`config.mk`:
```
export PLATFORM = sky130hd
export DESIGN_NAME = key_scan_hc165_flat
export DESIGN_NICKNAME = d
export VERILOG_FILES = /design/src/rtl/key_scan_pkg.sv /design/src/rtl/key_scan_hc165_if.sv /design/src/rtl/tick_div.sv /design/src/rtl/key_scan_hc165.sv /design/src/flat_wrapper.sv
export SDC_FILE = /design/constraint.sdc
export NUM_CORES = 1
export LEC_CHECK = 0
export BUFFER_PORTS_ARGS = -buffer_cell sky130_fd_sc_hd__buf_2
export CAP_MARGIN = 20
export CORE_MARGIN = 2
export CORE_UTILIZATION = 57
export DETAILED_ROUTE_END_ITERATION = 10
export PLACE_DENSITY = 0.78
export SLEW_MARGIN = 40
export SYNTH_ARGS = -nofsm -noshare
export SYNTH_HDL_FRONTEND = slang
export SYNTH_SLANG_ARGS = --single-unit
```
`constraint.sdc`:
```
create_clock -name sys_clk -period 1.7 [get_ports sys_clk]
set_input_delay 0.255 -clock sys_clk [delete_from_list [all_inputs] [get_ports sys_clk]]
set_output_delay 0.255 -clock sys_clk [all_outputs]
set_load 0.01 [all_outputs]
```
`src/rtl/key_scan_pkg.sv`:
```
// Shared definitions for the 74HC165 key scanner: scan FSM encoding, default geometry
// and the debounce counter helper.
package key_scan_pkg;

    localparam int KS_WIDTH_DEF      = 16;
    localparam int KS_DIV_DEF        = 256;
    localparam int KS_DEB_FRAMES_DEF = 3;
    localparam int KS_DEB_CNT_W      = 4;

    typedef enum logic [2:0] {
        ST_IDLE     = 3'd0,
        ST_LOAD     = 3'd1,
        ST_SETTLE   = 3'd2,
        ST_SHIFT_LO = 3'd3,
        ST_SHIFT_HI = 3'd4,
        ST_DONE     = 3'd5
    } ks_state_e;

    // Saturating increment so a stable input keeps the match count pinned at the limit.
    function automatic logic [KS_DEB_CNT_W-1:0] deb_sat_inc(
        input logic [KS_DEB_CNT_W-1:0] cnt,
        input logic [KS_DEB_CNT_W-1:0] lim
    );
        logic [KS_DEB_CNT_W-1:0] res;
        if (cnt >= lim) begin
            res = lim;
        end else begin
            res = cnt + 4'd1;
        end
        return res;
    endfunction

endpackage

```
`src/rtl/key_scan_hc165_if.sv`:
```
// Control-side bus of the key scanner: scan enable in, accepted key vector and strobes out.
interface key_scan_hc165_if import key_scan_pkg::*; #(
    parameter int WIDTH = KS_WIDTH_DEF
) ();

    logic             scan_en;
    logic [WIDTH-1:0] keys;
    logic             valid;
    logic             changed;

    modport master (output scan_en, input keys, input valid, input changed);
    modport slave  (input scan_en, output keys, output valid, output changed);

endinterface

```
`src/rtl/tick_div.sv`:
```
// Prescaler producing a one-cycle tick every DIV sys_clk cycles (tick while count is DIV-1).
module tick_div #(
    parameter int DIV = 256
) (
    input  logic sys_clk,
    input  logic sys_rst_n,
    output logic tick
);

    localparam int            CW   = (DIV > 1) ? $clog2(DIV) : 1;
    localparam logic [CW-1:0] LAST = CW'(DIV - 1);

    logic [CW-1:0] cnt_r;
    logic [CW-1:0] cnt_s;
    logic          tick_r;

    // Next count wraps at LAST.
    always_comb begin
        cnt_s = cnt_r;
        if (cnt_r == LAST) begin
            cnt_s = CW'(0);
        end else begin
            cnt_s = cnt_r + CW'(1);
        end
    end

    // Counter plus a registered tick that is high exactly while the count sits at LAST.
    always_ff @(posedge sys_clk) begin
        if (!sys_rst_n) begin
            cnt_r  <= CW'(0);
            tick_r <= 1'b0;
        end else begin
            cnt_r  <= cnt_s;
            tick_r <= (cnt_s == LAST);
        end
    end

    assign tick = tick_r;

endmodule

```
`src/rtl/key_scan_hc165.sv`:
```
// 74HC165 chain reader: load, shift WIDTH bits MSB-first, deliver keys with valid/changed.
// Optional debounce enabled by defining KEY_SCAN_DEBOUNCE_EN.
module key_scan_hc165 import key_scan_pkg::*; #(
    parameter int WIDTH      = KS_WIDTH_DEF,
    parameter int DIV        = KS_DIV_DEF,
    parameter int DEB_FRAMES = KS_DEB_FRAMES_DEF
) (
    input  logic                   sys_clk,
    input  logic                   sys_rst_n,
    key_scan_hc165_if.slave        bus,
    input  logic                   dat,
    output logic                   clk,
    output logic                   ld
);

    localparam int            BW       = $clog2(WIDTH);
    localparam logic [BW-1:0] BIT_LAST = BW'(WIDTH - 1);

    if ((WIDTH % 8) != 0 || WIDTH < 8 || WIDTH > 64) begin : g_bad_width
        $error("key_scan_hc165: WIDTH must be a multiple of 8 in 8..64");
    end
    if (DIV < 2 || DIV > 65535) begin : g_bad_div
        $error("key_scan_hc165: DIV must be in 2..65535");
    end
    if (DEB_FRAMES < 2 || DEB_FRAMES > 15) begin : g_bad_deb
        $error("key_scan_hc165: DEB_FRAMES must be in 2..15");
    end

    ks_state_e        state_r, state_s;
    logic [BW-1:0]    bit_cnt_r, bit_cnt_s;
    logic [WIDTH-1:0] shreg_r, shreg_s;
    logic             clk_r, clk_s;
    logic             ld_r, ld_s;
    logic             frame_done_s;
    logic             accept_s;
    logic [WIDTH-1:0] keys_r;
    logic             valid_r;
    logic             changed_r;
    logic             tick_s;

    tick_div #(.DIV(DIV)) u_tick_div (
        .sys_clk   (sys_clk),
        .sys_rst_n (sys_rst_n),
        .tick      (tick_s)
    );

    // Scan FSM next state; pin levels are computed for the state being entered.
    always_comb begin
        state_s      = state_r;
        bit_cnt_s    = bit_cnt_r;
        shreg_s      = shreg_r;
        clk_s        = clk_r;
        ld_s         = ld_r;
        frame_done_s = 1'b0;
        if (tick_s) begin
            case (state_r)
                ST_IDLE: begin
                    clk_s = 1'b0;
                    if (bus.scan_en) begin
                        state_s = ST_LOAD;
                        ld_s    = 1'b0;
                    end else begin
                        ld_s    = 1'b1;
                    end
                end
                ST_LOAD: begin
                    bit_cnt_s = BW'(0);
                    ld_s      = 1'b1;
                    state_s   = ST_SETTLE;
                end
                ST_SETTLE: begin
                    state_s = ST_SHIFT_LO;
                end
                ST_SHIFT_LO: begin
                    shreg_s = {shreg_r[WIDTH-2:0], dat};
                    clk_s   = 1'b1;
                    state_s = ST_SHIFT_HI;
                end
                ST_SHIFT_HI: begin
                    clk_s = 1'b0;
                    if (bit_cnt_r == BIT_LAST) begin
                        state_s = ST_DONE;
                    end else begin
                        bit_cnt_s = bit_cnt_r + BW'(1);
                        state_s   = ST_SHIFT_LO;
                    end
                end
                ST_DONE: begin
                    frame_done_s = 1'b1;
                    if (bus.scan_en) begin
                        state_s = ST_LOAD;
                        ld_s    = 1'b0;
                    end else begin
                        state_s = ST_IDLE;
                    end
                end
                default: begin
                    state_s = ST_IDLE;
                    clk_s   = 1'b0;
                    ld_s    = 1'b1;
                end
            endcase
        end else begin
            state_s = state_r;
        end
    end

    // Scan FSM state, bit counter, shift register and chain pins.
    always_ff @(posedge sys_clk) begin
        if (!sys_rst_n) begin
            state_r   <= ST_IDLE;
            bit_cnt_r <= BW'(0);
            shreg_r   <= {WIDTH{1'b1}};
            clk_r     <= 1'b0;
            ld_r      <= 1'b1;
        end else begin
            state_r   <= state_s;
            bit_cnt_r <= bit_cnt_s;
            shreg_r   <= shreg_s;
            clk_r     <= clk_s;
            ld_r      <= ld_s;
        end
    end

`ifdef KEY_SCAN_DEBOUNCE_EN
    localparam logic [KS_DEB_CNT_W-1:0] DEB_LIM = KS_DEB_CNT_W'(DEB_FRAMES);

    logic [WIDTH-1:0]        cand_r, cand_s;
    logic [KS_DEB_CNT_W-1:0] match_r, match_s;

    // A differing frame restarts the candidate; acceptance once DEB_FRAMES frames agree.
    always_comb begin
        cand_s   = cand_r;
        match_s  = match_r;
        accept_s = 1'b0;
        if (frame_done_s) begin
            if (shreg_r == cand_r) begin
                match_s = deb_sat_inc(match_r, DEB_LIM);
            end else begin
                cand_s  = shreg_r;
                match_s = 4'd1;
            end
            accept_s = (match_s == DEB_LIM);
        end else begin
            accept_s = 1'b0;
        end
    end

    // Debounce candidate and consecutive-match count.
    always_ff @(posedge sys_clk) begin
        if (!sys_rst_n) begin
            cand_r  <= {WIDTH{1'b1}};
            match_r <= 4'd0;
        end else begin
            cand_r  <= cand_s;
            match_r <= match_s;
        end
    end
`else
    assign accept_s = frame_done_s;
`endif

    // Delivered key vector and one-cycle strobes.
    always_ff @(posedge sys_clk) begin
        if (!sys_rst_n) begin
            keys_r    <= {WIDTH{1'b1}};
            valid_r   <= 1'b0;
            changed_r <= 1'b0;
        end else if (accept_s) begin
            keys_r    <= shreg_r;
            valid_r   <= 1'b1;
            changed_r <= (shreg_r != keys_r);
        end else begin
            valid_r   <= 1'b0;
            changed_r <= 1'b0;
        end
    end

    assign clk         = clk_r;
    assign ld          = ld_r;
    assign bus.keys    = keys_r;
    assign bus.valid   = valid_r;
    assign bus.changed = changed_r;

endmodule

```
`src/flat_wrapper.sv`:
```
// flat-port wrapper written by rule: the top's interface ports become plain ports
module key_scan_hc165_flat import key_scan_pkg::*;
#(
    parameter int WIDTH      = KS_WIDTH_DEF,
    parameter int DIV        = KS_DIV_DEF,
    parameter int DEB_FRAMES = KS_DEB_FRAMES_DEF
)
  (sys_clk, sys_rst_n, dat, clk, ld, bus_scan_en, bus_keys, bus_valid, bus_changed);
  key_scan_hc165_if #(.WIDTH(WIDTH)) bus_i ();
  input  logic sys_clk;
  input  logic sys_rst_n;
  input  logic dat;
  output logic clk;
  output logic ld;
  input wire logic [$bits(bus_i.scan_en)-1:0] bus_scan_en;
  output wire logic [$bits(bus_i.keys)-1:0] bus_keys;
  output wire logic [$bits(bus_i.valid)-1:0] bus_valid;
  output wire logic [$bits(bus_i.changed)-1:0] bus_changed;
  assign bus_i.scan_en = bus_scan_en;
  assign bus_keys = bus_i.keys;
  assign bus_valid = bus_i.valid;
  assign bus_changed = bus_i.changed;
  key_scan_hc165 #(.WIDTH(WIDTH), .DIV(DIV), .DEB_FRAMES(DEB_FRAMES)) u_core (.sys_clk(sys_clk), .sys_rst_n(sys_rst_n), .bus(bus_i), .dat(dat), .clk(clk), .ld(ld));
endmodule
```
; After elaboration in Yosys (flattened, before gate mapping)
; Cells that the tools add are included.
[totals]
mem_bits_rw = 0
input_bits = 4
rom_bits = 0
latchBits = 0
wordCells = 50
regBits = 52
n_memories = 0
[classes]
div = 0
shifts = 0
n_lt_le_gt_ge = 0
n_mux = 14
n_mul = 0
eq_ne = 12
n_reduce_logical = 10
bitwise_logic = 2
addsub = 2
[ops]
columns = cell, count
row1 = $pmux W3 S6, 1
row2 = $eq A8 B8 Y1 const B, 2
row3 = $ne A16 B16 Y1, 1
row4 = $add A8 B1 Y8 const B, 1
row5 = $mux W8, 1
row6 = $pmux W4 S2, 1
row7 = $reduce_and A2 Y1, 4
row8 = $eq A3 B2 Y1 const B, 2
row9 = $eq A3 B3 Y1 const B, 2
row10 = $mux W1, 6
row11 = $mux W3, 2
row12 = $ne A2 B2 Y1 const B, 3
row13 = $reduce_and A3 Y1, 2
row14 = $reduce_or A3 Y1, 2
row15 = $add A4 B1 Y4 const B, 1
row16 = $eq A4 B4 Y1 const B, 1
row17 = $mux W4, 1
row18 = $eq A3 B1 Y1 const B, 1
row19 = $logic_not A3 Y1, 1
row20 = $pmux W1 S3, 1
row21 = $not A1 Y1, 2
row22 = $pmux W1 S2, 1
row23 = $reduce_bool A2 Y1, 1

; Longest topological paths before layout
[depth]
ltp_word = 4
ltp_mapped = 6

; Cells and area by module
; From an unflattened synthesis, not the netlist that was laid out.
[unflattened]
cells_unflattened = 275
area_unflattened_um2 = 2293.4
[modules_own_cells]
columns = module, cells_per_inst, area_each_um2, instances
row1 = key_scan_hc165, 232, 1898.1, 1
row2 = tick_div, 43, 395.4, 1

; Worst setup path after synthesis
; No wires, ideal clock.
[synth_timing]
path_kind = reg-to-reg
from = register u_core.bit_cnt_r[0]
to = register u_core.bit_cnt_r[2]
path_slack_ns = 0.326
period_less_slack_ns = 1.374
path_stages_with_launch = 6
path_buffers = 0
arrival_ns = 1.304
t_required_ns = 1.630
path_cell_list = dfxtp_1 -> ha_1 -> nand3_1 -> a21oi_2 -> or4_1 -> a21boi_1
[synth_between]
elab_chain_len = 3
[synth_lines]
columns = element, line
row1 = "start, declared", key_scan_hc165.sv:30  ; logic [BW-1:0] bit_cnt_r, bit_cnt_s;
row2 = "start signal, assigned", key_scan_hc165.sv:118  ; bit_cnt_r <= bit_cnt_s;
row3 = $add A4 B1 Y4 / $eq A4 B4 Y1 (equally long branches), "key_scan_hc165.sv:84, key_scan_hc165.sv:81"
row4 = $mux W4 / $ne A2 B2 Y1 (equally long branches), --
row5 = $pmux W4 S2 / $reduce_and A3 Y1 (equally long branches), --
; Several ways; a longest one is shown, not always the timed one. The select of a mux whose other input is x is not followed.
; A chain may end at the register's enable or synchronous reset.

; Final worst setup path
[layout_timing]
from = register u_core.state_r[0]
to = register u_core.bit_cnt_r[2]
[layout_between]
elab_chain_len = 3
[layout_lines]
columns = element, line
row1 = "start, declared", key_scan_hc165.sv:29  ; ks_state_e state_r, state_s;
row2 = "start signal, assigned", key_scan_hc165.sv:117  ; state_r <= state_s;
row3 = $eq A3 B3 Y1 / $eq A3 B1 Y1 (equally long branches), key_scan_hc165.sv:56  ; case (state_r)
row4 = $ne A2 B2 Y1 (no source line) / $reduce_bool A2 Y1 (equally long branches), --
row5 = $reduce_and A3 Y1 (no source line), --
; Several ways; a longest one is shown, not always the timed one.

==> metrics.md <==
| Metric | Value |
|---|---|
| Status | `completed` |
| Setup_tns | `0 ns` |
| Worst reg2reg endpoint | `u_core.bit_cnt_r[2]` |
| Starting density of the core | `0.6046` |
| Tmin final | `1.478 ns` |
| Antenna-violating nets left | `0` |
| Logic pwr share | `0.029` |
| CTS resizes | `0` |
| Cells after Synth | `277` |
| N_diodes | `0` |
| Clock latency on the worst-skew pair | `0.31 ns` |
| Die H | `67.02 um` |
| Mapped cell area | `2263 um2` |
| Clock root cell | `clkbuf_8` |
| Post-synth EDFFs | `0` |
| Top cell type's share of synthesized area | `0.4599` |
| Hold Crit Class | `in -> reg` |
| Post-CTS Setup Bufs | `0` |
| Pwr Density | `848.4 nW/um2` |
| R2R Path Start | `u_core.state_r[0]` |
| Register area share after synthesis | `0.4599` |
| Slowest-stage cell, CP | `dfxtp_1` |
| R2r setup slk | `0.22 ns` |
| Synth warn | `0` |
| Post-DP HPWL | `3041 um` |
| Clock Sinks | `52` |
| Worst Path Buf+Inv | `0` |
| CTS tree | `built` |
| Layout cell share with drive strength beyond 1 | `0.1528` |
| Net switching power | `~0.00046 W` |
| Switching share of power | `0.2161` |
| Critical Path Max Stage Delay | `0.52 ns` |
| Drt first pass iters | `5` |
| VDD IR max | `0.5928 mV` |
| Syn Area/Cell | `8.171 um2` |
| Worst-case clock buffer depth | `2` |
| Hold Path Depth | `3` |
| Startpoint types | `flop` |
| # H-tree levels | `2` |
| Final setup viols | `0` |
| Routed via count | `1,890` |
| Most frequent cells in the layout | `nand2_1 (70), dfxtp_1 (52), nand3_1 (40)` |
| Worst-path cell chain | `nor2b_1 > a21oi_2 > or4_1 > a21boi_1` |
| Cts hold-fix bufs | `0` |
| Finished Cell Area | `around 2500 um2` |
| Worst Reg-to-Reg Cells | `4` |
| Largest net degree at the start of global routing | `38` |
| Max-Cap Viols | `0` |
| Worst path arrival time | `1.72 ns` |
| Crit-path max FO | `11` |
| RSZ-0062 raised after global routing | `no` |
| Required @ worst endpoint | `about 1.9 ns` |
| Post-Route WL | `4476 um` |
| Final Cycle Share | `0.8697` |
| DR iter-0 viols | `132` |
| Initial antenna violation count | `0` |
| Area Overhead vs Synth | `12.05%` |
| Least-Margin Pin Slew | `0.5691 ns` |
| Core ar. | `between 3000 and 4000 um2` |
| GRT Residual Overflow | `0` |
| Largest area contributor in the netlist | `dfxtp_1` |
| Final core occ | `0.6775` |
| Critical path endpoint category | `flop` |
| Vias in the first global route | `1,668` |
| Post-synth net total | `around 280` |
| Hold Path Origin | `dat` |
| Library cells used by synthesis | `44` |
| Fin. max-slew vios | `0` |
| Chip width | `approximately 67 um` |
| First-pass GRT wire length | `7734 um` |
| Max Fclk | `0.6764 GHz` |
| Critical setup path kind | `reg -> reg` |
| Total GRT Usage | `0.2272` |
| Int Pwr | `0.001687 W` |
| Via-to-Cell Ratio | `around 5.4` |
| Commonest non-fill, non-tap cell in the layout | `nand2_1` |
| DRC viols | `0` |
| Die ar. | `around 4500 um2` |
| Layout net count | `307` |
| Top_reg_cell synth | `dfxtp_1` |
| Final count of hold timing violations | `0` |
| Skew final | `0.006551 ns` |
| Flop pwr share | `0.577` |
| Num CTS Buffers | `5` |
| Largest cells by area after synthesis | `dfxtp_1 (46%), nand2_1 (12%), nand3_1 (8.8%)` |
| Final GP Congestion | `slightly above 0.8` |
| Worst slew margin | `0.6206` |
| Row count | `22` |
| Hold Crit Endpoint | `u_core.shreg_r[0]` |
| Placed cell area | `2425 um2` |
| Asr flop ratio synth | `0` |
| Flops & latches, synth | `52` |
| Ports | `24` |
| WL/cell | `12.83 um` |
| IO buf count | `23` |
| Clock transition at the registers of the reported paths | `0.09 ns` |
| Clock power share | `0.394` |
| Design Power | `0.002152 W` |
| Static Leak | `1.114 nW` |
| CP delay by family, top | `simple AND/OR/NAND/NOR gates` |
## worst max path at each step
stage                                    from                   to  slack (ns)  cells past startpoint
final                       u_core.state_r[0]  u_core.bit_cnt_r[2]        0.22                      4
after floorplan           u_core.bit_cnt_r[0]  u_core.bit_cnt_r[2]        0.33                      5
after CTS                   u_core.state_r[0]  u_core.bit_cnt_r[2]        0.22                      4
after global routing        u_core.state_r[2]    u_core.shreg_r[3]        0.08                      4
after global placement      u_core.state_r[0]  u_core.bit_cnt_r[2]        0.28                      4
after detailed placement  u_core.bit_cnt_r[0]  u_core.bit_cnt_r[2]        0.26                      5
## power groups by stage
| stage | Combinational (W) | Sequential, W | Clock, W |
|---|---|---|---|
| finish | 0.0000630 | 0.00124 | 0.000847 |
| global route | 0.0000710 | 0.00124 | 0.000911 |
| CTS | 0.0000639 | 0.00124 | 0.000866 |
| detailed placement | 0.0000636 | 0.00127 | 0 |
| global placement | 0.0000624 | 0.00127 | 0 |
| floorplan | 0.0000471 | 0.00126 | 0 |
## cells by family after synthesis
| family | count (synthesis) | synth area share |
|---|---|---|
| XOR/XNOR | 21 | 0.08126 |
| AO/OA/AOI/OAI | 29 | 0.08237 |
| multiplexers | 2 | 0.009397 |
| buffers and inverters | 21 | 0.04367 |
| flip-flops | 52 | 0.4599 |
| adder cells (fa/ha/maj) | 3 | 0.01659 |
| AND/OR/NAND/NOR | 149 | 0.3068 |
## worst register-to-register path, stage by stage, from the launching register on
cell and delay, ns:
dfxtp_1 0.52, nor2b_1 0.21, a21oi_2 0.07, or4_1 0.47, a21boi_1 0.15
## flip-flops by register name, indices dropped and copies added (netlist names)
name / cells
u_core.ld: 1
u_core.state_r: 3
u_core.u_tick_div.cnt_r: 8
u_core.bus.valid: 1
u_core.shreg_r: 16
u_core.u_tick_div.tick: 1
u_core.bus.keys: 16
u_core.bit_cnt_r: 4
u_core.clk: 1
u_core.bus.changed: 1
## per-stage QoR
step / std cells / hold WS [ns] / worst slack [ns]
after global placement: 341 / 0.4585 / 0.2797
after floorplan: 277 / 0.3792 / 0.3256
after global routing: 349 / 0.1718 / 0.07612
after detailed placement: 341 / 0.4837 / 0.2610
final: 349 / 0.1638 / 0.2215
after CTS: 349 / 0.1656 / 0.2217
## final cells by class
| type | count | area [um2] |
|---|---|---|
| multi-input combinational | 204 | 1124 |
| inverter | 6 | 25.02 |
| clock inverter | 3 | 42.54 |
| clock buffer | 5 | 68.82 |
| tap | 48 | 60.06 |
| timing repair buffer | 31 | 175.2 |
| sequential | 52 | 1041 |
| fill | 336 | 1207 |
## cell usage after synthesis, drive strengths merged, types with 2 or more instances
| cell | number |
|---|---|
| nand2 | 70 |
| xor2 | 3 |
| nor2 | 13 |
| or3 | 2 |
| a21boi | 2 |
| o311ai | 2 |
| a21oi | 8 |
| buf | 7 |
| nand2b | 3 |
| o21ai | 7 |
| o31ai | 3 |
| and2b | 2 |
| nand4 | 5 |
| and3 | 4 |
| ha | 3 |
| nand3 | 41 |
| inv | 6 |
| xnor2 | 18 |
| nor2b | 2 |
| clkbuf | 8 |
| dfxtp | 52 |
## metal layers
metal | track usage | part of all wire | vias up
li1 | - | - | 981
met1 | 0.3035 | 0.49 | 869
met2 | 0.3601 | 0.46 | 34
met3 | 0.05574 | 0.038 | 6
met4 | 0.06888 | 0.011 | 0
met5 | 0 | 0 | -
Power figures use the tool's default switching activity.
